**src/rtl/multimode_counter.sv**
```systemverilog
// Multi-mode synchronous counter: modulo-N up/down, ring, Johnson and hold,
// with parallel load, combinational terminal count and a registered wrap pulse.
module multimode_counter #(
  parameter int unsigned WIDTH   = 6,
  parameter int unsigned MODULUS = 10
) (
  input  logic             clk,
  input  logic             clr,
  input  logic             en,
  input  logic [1:0]       mode,
  input  logic             up,
  input  logic             load,
  input  logic [WIDTH-1:0] din,
  output logic [WIDTH-1:0] q,
  output logic             tc,
  output logic             wrap
);

  localparam logic [1:0] MODE_MOD  = 2'b00;
  localparam logic [1:0] MODE_RING = 2'b01;
  localparam logic [1:0] MODE_JOHN = 2'b10;
  localparam logic [1:0] MODE_HOLD = 2'b11;

  localparam logic [WIDTH-1:0] LSB_ONE = WIDTH'(1);
  localparam logic [WIDTH-1:0] MSB_ONE = {1'b1, {(WIDTH-1){1'b0}}};
  localparam logic [WIDTH-1:0] MOD_MAX = WIDTH'(MODULUS - 1);
  localparam logic [WIDTH:0]   MOD_EXT = (WIDTH+1)'(MODULUS);

  logic [WIDTH-1:0] q_q, q_d;
  logic             wrap_q, wrap_d;
  logic [WIDTH-1:0] q_inv;
  logic             mod_valid, ring_valid, john_valid;
  logic             tc_c;

  // Per-mode legality of the current state; illegal states get corrected on the next count.
  always_comb begin
    q_inv      = ~q_q;
    mod_valid  = {1'b0, q_q} < MOD_EXT;
    ring_valid = (q_q != '0) && ((q_q & (q_q - LSB_ONE)) == '0);
    john_valid = ((q_q & (q_q + LSB_ONE)) == '0) ||
                 ((q_inv & (q_inv + LSB_ONE)) == '0);
  end

  // Terminal count: the state from which the next count step restarts the sequence.
  always_comb begin
    tc_c = 1'b0;
    case (mode)
      MODE_MOD:  tc_c = mod_valid  && (up ? (q_q == MOD_MAX) : (q_q == '0));
      MODE_RING: tc_c = ring_valid && (up ? (q_q == MSB_ONE) : (q_q == LSB_ONE));
      MODE_JOHN: tc_c = john_valid && (up ? (q_q == LSB_ONE) : (q_q == MSB_ONE));
      default:   tc_c = 1'b0;
    endcase
  end

  // Next state: load beats count; hold mode never counts.
  always_comb begin
    q_d    = q_q;
    wrap_d = 1'b0;
    if (load) begin
      q_d = din;
    end else if (en && (mode != MODE_HOLD)) begin
      wrap_d = tc_c;
      case (mode)
        MODE_MOD: begin
          if (up) q_d = (!mod_valid || (q_q == MOD_MAX)) ? '0 : q_q + LSB_ONE;
          else    q_d = (!mod_valid || (q_q == '0)) ? MOD_MAX : q_q - LSB_ONE;
        end
        MODE_RING: begin
          if (!ring_valid) q_d = LSB_ONE;
          else if (up)     q_d = {q_q[WIDTH-2:0], q_q[WIDTH-1]};
          else             q_d = {q_q[0], q_q[WIDTH-1:1]};
        end
        MODE_JOHN: begin
          if (!john_valid) q_d = '0;
          else if (up)     q_d = {~q_q[0], q_q[WIDTH-1:1]};
          else             q_d = {q_q[WIDTH-2:0], ~q_q[WIDTH-1]};
        end
        default: q_d = q_q;
      endcase
    end
  end

  always_ff @(posedge clk) begin
    if (!clr) begin
      q_q    <= '0;
      wrap_q <= 1'b0;
    end else begin
      q_q    <= q_d;
      wrap_q <= wrap_d;
    end
  end

  assign q    = q_q;
  assign tc   = tc_c;
  assign wrap = wrap_q;

endmodule
```
**config.mk**
```make
export PLATFORM = sky130hd
export DESIGN_NAME = multimode_counter
export DESIGN_NICKNAME = d
export VERILOG_FILES = /design/src/rtl/multimode_counter.sv
export SDC_FILE = /design/constraint.sdc
export NUM_CORES = 1
export LEC_CHECK = 0
export ABC_CLOCK_PERIOD_IN_PS = 8300
export BUFFER_PORTS_ARGS = -buffer_cell sky130_fd_sc_hd__buf_4
export CELL_PAD_IN_SITES_DETAIL_PLACEMENT = 1
export CELL_PAD_IN_SITES_GLOBAL_PLACEMENT = 1
export CORE_UTILIZATION = 42
export CTS_CLUSTER_DIAMETER = 50
export DETAILED_ROUTE_END_ITERATION = 10
export PLACE_DENSITY = 0.9
export RECOVER_POWER = 50
export SYNTH_ARGS = -nofsm -noshare
export SYNTH_HDL_FRONTEND = slang
export SYNTH_SLANG_ARGS = --single-unit
```
**constraint.sdc**
```tcl
create_clock -name clk -period 8.3 [get_ports clk]
set_clock_uncertainty 0.15 [all_clocks]
set_input_delay 1.66 -clock clk [delete_from_list [all_inputs] [get_ports clk]]
set_output_delay 1.66 -clock clk [all_outputs]
set_load 0.005 [all_outputs]
```
==> metrics.md, run 1 <==
| Metric | Value |
|---|---|
| Worst min-delay path class | `reg2reg` |
| Placed cell areas | `1230 um2` |
| Final ANT Viol Nets | `0` |
| Layout cells sized above 1 | `0.182` |
| FP Rows | `17` |
| Die X-Extent | `~53 um` |
| WP data required | `6.49 ns` |
| Outcome | `complete, no violations` |
| Max Cap Viol | `0` |
| Post-Synthesis Cell Area | `1080 um2` |
| Gr ovfl total | `0` |
| DRC Markers | `0` |
| Setup TNS Final | `0 ns` |
| Fin nets | `roughly 200` |
| CP arrival | `approximately 3.0 ns` |
| Minimum clock period | `4.77 ns` |
| Yosys reg bits | `7` |
| First-pass GRT wire length | `5820 um` |
| # IOs | `21` |
| WL per Instance | `18.6 um` |
| All-layer global routing usage | `0.303` |
| Startpoint Class | `flip-flop` |
| Number of flops mapped to enable cells by yosys | `0` |
| Hold Path Depth | `2` |
| Predominant post-synthesis flop cell | `dfxtp_1` |
| Syn nets | `177` |
| FFs w/ async S/R, synth | `0` |
| Via density | `6.16` |
| Clock root buffer | `clkbuf_4` |
| Chip height | `52.7 um` |
| RSZ-0062 raised after global routing | `no` |
| Port-buffer cells | `20` |
| TritonCTS buffer count | `3` |
| Starting density of the core | `0.465` |
| Routed wire length | `3590 um` |
| Syn-to-layout area delta | `15.9%` |
| Endpoints failing setup | `0` |
| R2R cell count | `8` |
| Die area | `2770 um2` |
| Unique masters post-synth | `42` |
| Max Buffers Root-to-Sink | `2` |
| Antenna fix cells | `0` |
| Clk_lat worst skew | `0.27 ns` |
| Dominant cells by area after synthesis | `ha_1, dfxtp_1, nand2_1` |
| H-tree depth | `1` |
| CP Capture Type | `output pin` |
| P_leak | `around 0.00055 uW` |
| Final Util | `0.539` |
| Relative slew slack | `0.650` |
| Design Power | `152 uW` |
| Synth warn | `0` |
| Initial antenna violation count | `0` |
| Final period utilization | `0.574` |
| DR pass1 iterations | `4` |
| Mapped Cells | `147` |
| Worst-path clk slew | `around 0.05 ns` |
| F_max | `210 MHz` |
| Final Worst Setup Slack | `3.53 ns` |
| Dpl hpwl | `2740 um` |
| Post-synth top area cell | `ha_1` |
| Pin count of the biggest net entering global routing | `26` |
| Fin. max-slew vios | `0` |
| RePlAce Congestion | `0.883` |
| Vias | `1188` |
| Hold Fails Final Rpt | `0` |
| CP Max Fanout | `14` |
| Post-place setup slack | `approximately 3.6 ns` |
| Post-CTS sizing | `0` |
| Iter 0 DRT Violations | `19` |
| Least-Margin Pin Slew | `0.525 ns` |
| CTS sink cnt | `7` |
| Vias in the first global route | `~1200` |
| Pwr per Cell Area | `121 nW/um2` |
| Setup Buffers After CTS | `0` |
| Max IR drop VDD | `0.0917 mV` |
| Hold_buf cts | `0` |
| CTS tree | `yes` |
| Fin area | `1250 um2` |
| Area share of the largest cell type after synthesis | `0.197` |
| Core area | `roughly 2300 um2` |
| Register area share after synthesis | `0.130` |
| Syn Area/Cell | `7.34 um2` |
| Crit Path Category | `reg2out` |
==> registers in the layout (all words and copies together), names as in the netlist <==
register,cells
q,6
wrap,1
==> layer usage <==
metal  track usage  wire length [um]
met5             0                 0
met3        0.0870               203
met1         0.345              1570
met4         0.193               142
met2         0.489              1670
==> per-stage QoR <==
step	hold WS, ns	cells
after CTS	0.534	193
after floorplan	0.410	147
after detailed placement	0.526	189
after global routing	0.553	193
final	0.518	193
after global placement	0.496	189
==> path summary, 6_finish.rpt <==
kind                            from   end  slack (ns)
worst max-delay path            q[2]    tc        3.53
worst min-delay path            q[1]  q[1]        0.52
worst max register to register  q[2]  wrap        5.38
worst min register to register  q[1]  q[1]        0.52
==> cell usage after synthesis, types with 3 or more instances <==
cell type,instances
nor2_1,14
o21ai_0,5
dfxtp_1,7
o221ai_1,6
inv_1,14
o22ai_1,3
nand2b_1,4
nor3b_1,3
ha_1,17
a221oi_1,5
clkbuf_1,3
nand2_1,16
nor3_1,11
a21oi_1,4
==> logic make-up (layout without fill, tap and decap cells) <==
family / count (synthesis) / in the layout / share of synthesized area
buffers and inverters: 20 / 38 / 0.0789
AOI/OAI and AO/OA: 36 / 36 / 0.254
DFF: 7 / 7 / 0.130
adders and majority gates: 17 / 17 / 0.197
and+or+nand+nor: 67 / 67 / 0.340
==> area by class of cell <==
class                           instances  area, um2
Inverter                               14       52.6
Multi-Input combinational cell        120        853
Fill cell                             312       1070
Clock buffer                            4       26.3
Timing Repair Buffer                   20        143
Tap cell                               28       35.0
Sequential cell                         7        140
==> cells in the final DEF, fill, tap and decap left out, types with 2 or more instances in the layout <==
| master | Yosys | routed |
|---|---|---|
| a211oi_1 | 2 | 2 |
| a21oi_1 | 4 | 4 |
| a221oi_1 | 5 | 5 |
| buf_4 | 0 | 13 |
| clkbuf_1 | 3 | 3 |
| clkbuf_4 | 0 | 8 |
| dfxtp_1 | 7 | 7 |
| ha_1 | 17 | 17 |
| inv_1 | 14 | 14 |
| nand2_1 | 16 | 16 |
| nand2b_1 | 4 | 4 |
| nand3_1 | 2 | 2 |
| nand4_1 | 2 | 2 |
| nor2_1 | 14 | 14 |
| nor3_1 | 11 | 11 |
| nor3b_1 | 3 | 3 |
| nor4b_1 | 2 | 2 |
| o211ai_1 | 2 | 2 |
| o21ai_0 | 5 | 5 |
| o221ai_1 | 6 | 6 |
| o22ai_1 | 3 | 3 |
| or3_4 | 2 | 2 |
==> power by group <==
group / switching [uW] / total (uW) / internal (uW)
Clock: 14.8 / 33.3 / 18.5
Combinational: 40.9 / 71.7 / 30.8
Sequential: 10.3 / 46.7 / 36.4
==> critical path, cell delays in order (launching register included) <==
cell	delay [ns]
dfxtp_1	0.63
nand3_1	0.16
or2_2	0.33
ha_1	0.18
nor3_1	0.27
a211oi_1	0.16
a211oi_2	0.49
a221oi_1	0.21
nor2_1	0.13
buf_4	0.12
Power figures use the tool's default switching activity.
==> inputs of run 2 (changes only) <==
--- a/config.mk
+++ b/config.mk
@@ -5,14 +5,14 @@
 export SDC_FILE = /design/constraint.sdc
 export NUM_CORES = 1
 export LEC_CHECK = 0
-export ABC_CLOCK_PERIOD_IN_PS = 8300
+export ABC_CLOCK_PERIOD_IN_PS = 4050
 export BUFFER_PORTS_ARGS = -buffer_cell sky130_fd_sc_hd__buf_4
 export CELL_PAD_IN_SITES_DETAIL_PLACEMENT = 1
 export CELL_PAD_IN_SITES_GLOBAL_PLACEMENT = 1
-export CORE_UTILIZATION = 42
+export CORE_UTILIZATION = 35
 export CTS_CLUSTER_DIAMETER = 50
 export DETAILED_ROUTE_END_ITERATION = 10
-export PLACE_DENSITY = 0.9
+export PLACE_DENSITY = 0.8
 export RECOVER_POWER = 50
 export SYNTH_ARGS = -nofsm -noshare
 export SYNTH_HDL_FRONTEND = slang
==> constraint.sdc (replaced) <==
create_clock -name clk -period 4.05 [get_ports clk]
set_clock_uncertainty 0.15 [all_clocks]
set_input_delay 0.81 -clock clk [delete_from_list [all_inputs] [get_ports clk]]
set_output_delay 0.81 -clock clk [all_outputs]
set_load 0.005 [all_outputs]
==> run 2 against run 1 <==
Net effect: the run now ends with design-rule violations left; final area rose by 2.0%; die area rose by 19%; hold slack improved by 0.0017 ns; first-iteration DRC count rose by 53%; critical path depth rose by 1.
==> metrics.md, run 2 (synthesized netlist as in run 1, its figures left out) <==
| Metric | Value |
|---|---|
| Outcome | `complete, but fails checks` |
| Violated checks | `design-rule violations` |
| Max Buffers Root-to-Sink | `2 (unchanged)` |
| Reg area | `140 um2 (unchanged)` |
| Die X-Extent | `57.5 um (+9.2%)` |
| Most common cell after layout, fill and taps aside | `ha_1` |
| Hold Fails Final Rpt | `0 (unchanged)` |
| F_max | `264 MHz` |
| Busiest grt layer | `met2` |
| CTS sink cnt | `7 (unchanged)` |
| Gate power share | `0.480 (+0.007)` |
| Clk_lat worst skew | `0.26 ns (about the same)` |
| Clock root buffer | `clkbuf_4` |
| Clk pwr share | `0.213 (-0.006)` |
| Crit Path Category | `reg2out` |
| All-layer global routing usage | `0.229 (-0.0740)` |
| Pin count of the biggest net entering global routing | `26 (unchanged)` |
| Internal power | `179 uW (+110%)` |
| Syn-to-layout area delta | `18.2%` |
| DR pass1 iterations | `9 (+5)` |
| Gr ovfl total | `0 (unchanged)` |
| Max IR drop VDD | `0.198 mV (+120%)` |
| CP Capture Type | `output pin` |
| Core area | `2830 um2 (+22%)` |
| H-tree depth | `1 (unchanged)` |
| Dpl hpwl | `2760 um (+0.44%)` |
| Worst-path clk slew | `0.06 ns (about the same)` |
| Multi-input logic area | `860 um2 (+0.73%)` |
| First-pass GRT wire length | `5820 um (unchanged)` |
| Switch Pwr | `134 uW (+100%)` |
| Setup TNS Final | `0 ns (unchanged)` |
| Most frequent cells in the layout | `ha_1, nand2_1, nor2_1, buf_4, inv_1` |
| Die area | `3310 um2 (+19%)` |
| # fillers | `366 (+17%)` |
| # IOs | `21 (unchanged)` |
| Iter 0 DRT Violations | `29 (+10)` |
| GRT met2 Usage | `0.397 (-0.0924)` |
| DRC Markers | `1 (+1)` |
| Chip height | `57.5 um (+9.2%)` |
| Startpoint Class | `flip-flop` |
| Max FFs per register | `6 (unchanged)` |
| Setup Buffers After CTS | `0 (unchanged)` |
| CP Max Fanout | `10 (-4)` |
| RePlAce Congestion | `0.825 (-6.5%)` |
| Minimum clock period | `3.79 ns` |
| RSZ-0062 raised after global routing | `no` |
| Fin. max-slew vios | `0 (unchanged)` |
| Fin nets | `197 (+0.51%)` |
| CTS tree | `yes` |
| Relative slew slack | `0.634 (-0.0153)` |
| P_leak | `0.000563 uW (+2.3%)` |
| Antenna fix cells | `0 (unchanged)` |
| TritonCTS buffer count | `3 (unchanged)` |
| Starting density of the core | `0.381 (-0.0839)` |
| Final ANT Viol Nets | `0 (unchanged)` |
| Least-Margin Pin Slew | `0.548 ns (+0.0229 ns)` |
| Pwr per Cell Area | `245 nW/um2 (+100%)` |
| Via density | `6.08 (-1.2%)` |
| Switching portion of total power | `0.428 (-0.00760)` |
| GR Util met3 | `0.0385 (-0.0484)` |
| CP arrival | `2.83 ns (-0.13 ns)` |
| Vias | `1198 (+0.84%)` |
| Non-filler instance count after layout | `197 (+2.1%)` |
| Hold_buf cts | `0 (unchanged)` |
| Inst Count DP | `193 (+2.1%)` |
| Worst min-delay path class | `reg2reg` |
| Met1 Use GR | `0.294 (-0.0503)` |
| Initial antenna violation count | `0 (unchanged)` |
| Vias in the first global route | `1217 (-1.1%)` |
| Port-buffer cells | `20 (unchanged)` |
| Hold slack | `0.520 ns (+0.00174 ns)` |
| Max Cap Viol | `0 (unchanged)` |
| Layout cells sized above 1 | `0.205 (+0.0230)` |
| Final period utilization | `0.935` |
| WP data required | `3.09 ns (-3.40 ns)` |
| WL per Instance | `17.5 um (-5.9%)` |
| Endpoints failing setup | `0 (unchanged)` |
| Routed wire length | `3450 um (-3.9%)` |
| Flop pwr share | `0.307 (about the same)` |
| FP Rows | `19 (+2)` |
-- run 2: cell count changes in the layout (fill, tap and decap cells not counted) --
cell,change
buf_4,+1
inv_1,-1
clkbuf_4,+2
nor3b_2,-1
inv_2,+1
clkbuf_1,-2
nor3b_4,+1
-- run 2: power by group through the flow --
| stage | registers [uW] | logic (uW) | clock network [uW] |
|---|---|---|---|
| CTS | 95.4 | 148 | 65.7 |
| global route | 97.5 | 167 | 71.4 |
| global placement | 96.2 | 142 | 0 |
| detailed placement | 96.9 | 147 | 0 |
| finish | 95.8 | 150 | 66.5 |
| floorplan | 83.9 | 105 | 0 |
-- run 2: timing repair --
item	4_1_cts	5_1_grt
endpoints found under the setup margin	0	1
resized for setup	0	2
hold endpoints to repair	0	0
-- run 2: worst max-delay path, stage by stage (launching register included) --
cell	delay, ns
dfxtp_1	0.44
inv_2	0.18
ha_1	0.25
inv_1	0.10
ha_1	0.18
or4_1	0.56
nor3b_4	0.32
nor3b_1	0.22
a221oi_1	0.09
nor2_1	0.11
buf_4	0.12
-- run 2: per-layer routing --
metal | routed length [um] | part of all wire | vias up
met3 | 189 | 0.055 | 6
met4 | 72 | 0.021 | 0
li1 | - | - | 583
met5 | 0 | 0 | -
met1 | 1520 | 0.44 | 570
met2 | 1670 | 0.48 | 39
-- run 2: path summary, 6_finish.rpt --
path,from,endpoint,slack (ns),cells past startpoint
max,q[0],tc,0.26,10
min,q[1],q[1],0.52,2
max reg2reg,q[0],wrap,1.25,9
min reg2reg,q[1],q[1],0.52,2
-- run 2: stage by stage --
| step | utilization | worst slack, ns | power, uW | instance area [um2] |
|---|---|---|---|---|
| final | 0.451 | 0.264 | 312 | 1270 |
| after global routing | 0.451 | 0.0239 | 336 | 1270 |
| after CTS | 0.448 | 0.176 | 309 | 1270 |
| after detailed placement | 0.439 | 0.447 | 244 | 1240 |
| after global placement | 0.439 | 0.537 | 238 | 1240 |
| after floorplan | - | 0.924 | 188 | 1080 |
-- run 2: final cells by class --
class / instances / share of cell area
clock buffers: 4 / 0.0206
inverters: 14 / 0.0412
multi-input cells: 120 / 0.674
flip-flops and latches: 7 / 0.110
well taps: 31 / 0.0304
repair buffers: 21 / 0.124
==> inputs of run 3 (changes only) <==
--- a/config.mk
+++ b/config.mk
@@ -12,8 +12,9 @@
 export CORE_UTILIZATION = 35
 export CTS_CLUSTER_DIAMETER = 50
 export DETAILED_ROUTE_END_ITERATION = 10
-export PLACE_DENSITY = 0.8
+export PLACE_DENSITY_LB_ADDON = 0.1
 export RECOVER_POWER = 50
+export SETUP_SLACK_MARGIN = 0.2
 export SYNTH_ARGS = -nofsm -noshare
 export SYNTH_HDL_FRONTEND = slang
 export SYNTH_SLANG_ARGS = --single-unit
==> run 3 against run 2 <==
Net effect: the run now ends clean; maximum frequency up 2.8%; final area increased by 1.2%; combinational power rose by 3%; routed wire length grew 3.8%; count of clock-buffer cells in the layout did not move; sequential power down 2%; power grew 1.2%; largest cell class unchanged; largest power group unchanged.
==> metrics.md, run 3 (synthesized netlist as in run 1, its figures left out) <==
| Metric | Value |
|---|---|
| Die area | `3310 um2 (unchanged)` |
| Worst-path clk slew | `0.06 ns (about the same)` |
| Final period utilization | `0.909 (-0.0258)` |
| WP data required | `3.09 ns (about the same)` |
| # IOs | `21 (unchanged)` |
| Chip height | `57.5 um (unchanged)` |
| Final ANT Viol Nets | `0 (unchanged)` |
| Cell Chain, Critical Path | `inv_2 -> ha_1 -> inv_1 -> ha_1 -> or4_1 -> nor3b_4 -> nor3b_1 -> a221oi_1 -> nor2_1 -> buf_4` |
| Clock root buffer | `clkbuf_4` |
| FP Rows | `19 (unchanged)` |
| Hold Fails Final Rpt | `0 (unchanged)` |
| RSZ-0062 raised after global routing | `no` |
| CTS tree | `yes` |
| Startpoint Class | `flip-flop` |
| CTS sink cnt | `7 (unchanged)` |
| Fin. max-slew vios | `0 (unchanged)` |
| Vias | `1212 (+1.2%)` |
| P_leak | `0.000574 uW (+1.9%)` |
| Starting density of the core | `0.381 (unchanged)` |
| Die X-Extent | `57.5 um (unchanged)` |
| Design Power | `316 uW (+1.2%)` |
| Hold path startpoint | `q[1]` |
| Max Cap Viol | `0 (unchanged)` |
| Multi-input logic area | `860 um2 (unchanged)` |
| Antenna fix cells | `0 (unchanged)` |
| CP Max Fanout | `10 (unchanged)` |
| H-tree depth | `1 (unchanged)` |
| Core area | `2830 um2 (unchanged)` |
| DRC Markers | `0 (-1)` |
| CP peak stage delay | `0.55 ns (about the same)` |
| Dpl hpwl | `2820 um (+2.5%)` |
| Relative slew slack | `0.624 (-0.0102)` |
| Setup TNS Final | `0 ns (unchanged)` |
| Clk_lat worst skew | `0.26 ns (about the same)` |
| Met1 Use GR | `0.311 (+0.0169)` |
| Via density | `6.09 (+0.15%)` |
| Gr ovfl total | `0 (unchanged)` |
| Crit path max-delay cell type | `or4_1` |
| Pwr per Cell Area | `245 nW/um2 (about the same)` |
| CP Capture Type | `output pin` |
| Least-Margin Pin Slew | `0.563 ns (+0.0153 ns)` |
| Max IR drop VDD | `0.172 mV (-13%)` |
| Vias in the first global route | `1201 (-1.3%)` |
| Minimum clock period | `3.68 ns (-0.104 ns)` |
| Worst Setup EP | `tc` |
| Endpoints failing setup | `0 (unchanged)` |
| Worst setup path startpoint | `q[0]` |
| GR Util met3 | `0.0408 (+0.00227)` |
| Fin nets | `199 (+1.0%)` |
| GRT met2 Usage | `0.409 (+0.0116)` |
| Pin count of the biggest net entering global routing | `26 (unchanged)` |
| Layout cells sized above 1 | `0.220 (+0.0154)` |
| WL per Instance | `18.0 um (+2.8%)` |
| TritonCTS buffer count | `3 (unchanged)` |
| Routed wire length | `3580 um (+3.8%)` |
| R2r startpoint | `q[0]` |
| Worst min-delay path class | `reg2reg` |
| DR pass1 iterations | `4 (-5)` |
| Max Buffers Root-to-Sink | `2 (unchanged)` |
| First-pass GRT wire length | `5860 um (+0.72%)` |
| Internal reg-to-reg setup slack | `1.27 ns (+0.02 ns)` |
| Iter 0 DRT Violations | `56 (+93%)` |
| Hold_buf cts | `0 (unchanged)` |
| CP arrival | `2.72 ns (-0.11 ns)` |
| RePlAce Congestion | `0.828 (+0.39%)` |
| R2R cell count | `10 (+1)` |
| # fillers | `369 (+0.82%)` |
| Reg area | `140 um2 (unchanged)` |
| Initial antenna violation count | `0 (unchanged)` |
| Syn-to-layout area delta | `19.6%` |
| Most used cell, CP | `ha_1` |
| F_max | `272 MHz (+2.8%)` |
| Max FFs per register | `6 (unchanged)` |
| Crit Path Category | `reg2out` |
| Outcome | `complete, no violations` |
| R2r endpoint | `q[2]` |
| Busiest grt layer | `met2` |
| Most frequent cells in the layout | `ha_1, buf_4, nand2_1, nor2_1, inv_1` |
| Port-buffer cells | `20 (unchanged)` |
| All-layer global routing usage | `0.233 (+0.00388)` |
[run 3: cell count changes in the layout (fill, tap and decap cells not counted), sizes merged]
cell and delta:
buf +3, clkbuf -1
[run 3: final cells by class]
type	instances	area share
Clock buffer	4	0.0204
Inverter	14	0.0407
Multi-Input combinational cell	120	0.666
Sequential cell	7	0.109
Tap cell	31	0.0301
Timing Repair Buffer	23	0.134
[run 3: timing repair]
item	4_1_cts	5_1_grt
endpoints found under the setup margin	0	1
resized for setup	0	4
setup buffers	0	1
[run 3: routing by layer]
layer / part of all wire / wire length (um)
met1: 0.42 / 1520
met2: 0.51 / 1830
met3: 0.062 / 221
met4: 0.0036 / 13
met5: 0 / 0
[run 3: report_power, final]
group / internal (uW) / leakage (uW) / switching [uW]
Sequential: 74.6 / 0.0000579 / 19.7
Combinational: 68.5 / 0.000501 / 85.9
Clock: 37.9 / 0.0000150 / 29.7
[run 3: worst min-delay path by stage]
stage | slack (ns) | endpoint | cells after the start
after global routing | 0.57 | q[1] | 2
after floorplan | 0.41 | q[1] | 2
final | 0.50 | q[1] | 2
after detailed placement | 0.48 | q[1] | 2
after global placement | 0.48 | q[1] | 2
after CTS | 0.49 | q[1] | 2
[run 3: per-stage QoR]
stage          hold WS, ns  cell area, um2  utilization  cells  worst slack [ns]
4_1_cts              0.494            1280        0.451    198             0.209
3_5_place_dp         0.485            1250        0.442    194             0.499
2_1_floorplan        0.410            1080            -    147             0.924
3_3_place_gp         0.478            1250        0.442    194             0.592
5_1_grt              0.573            1290        0.456    199             0.195
6_report             0.503            1290        0.456    199             0.368
[run 3: critical path: cells and delay by family (launching register included)]
kind                       cells  cell delay, ns
AOI/OAI and AO/OA              1            0.09
buffers and inverters          3            0.38
DFF                            1            0.44
adders and majority gates      2            0.42
and+or+nand+nor                4            1.14
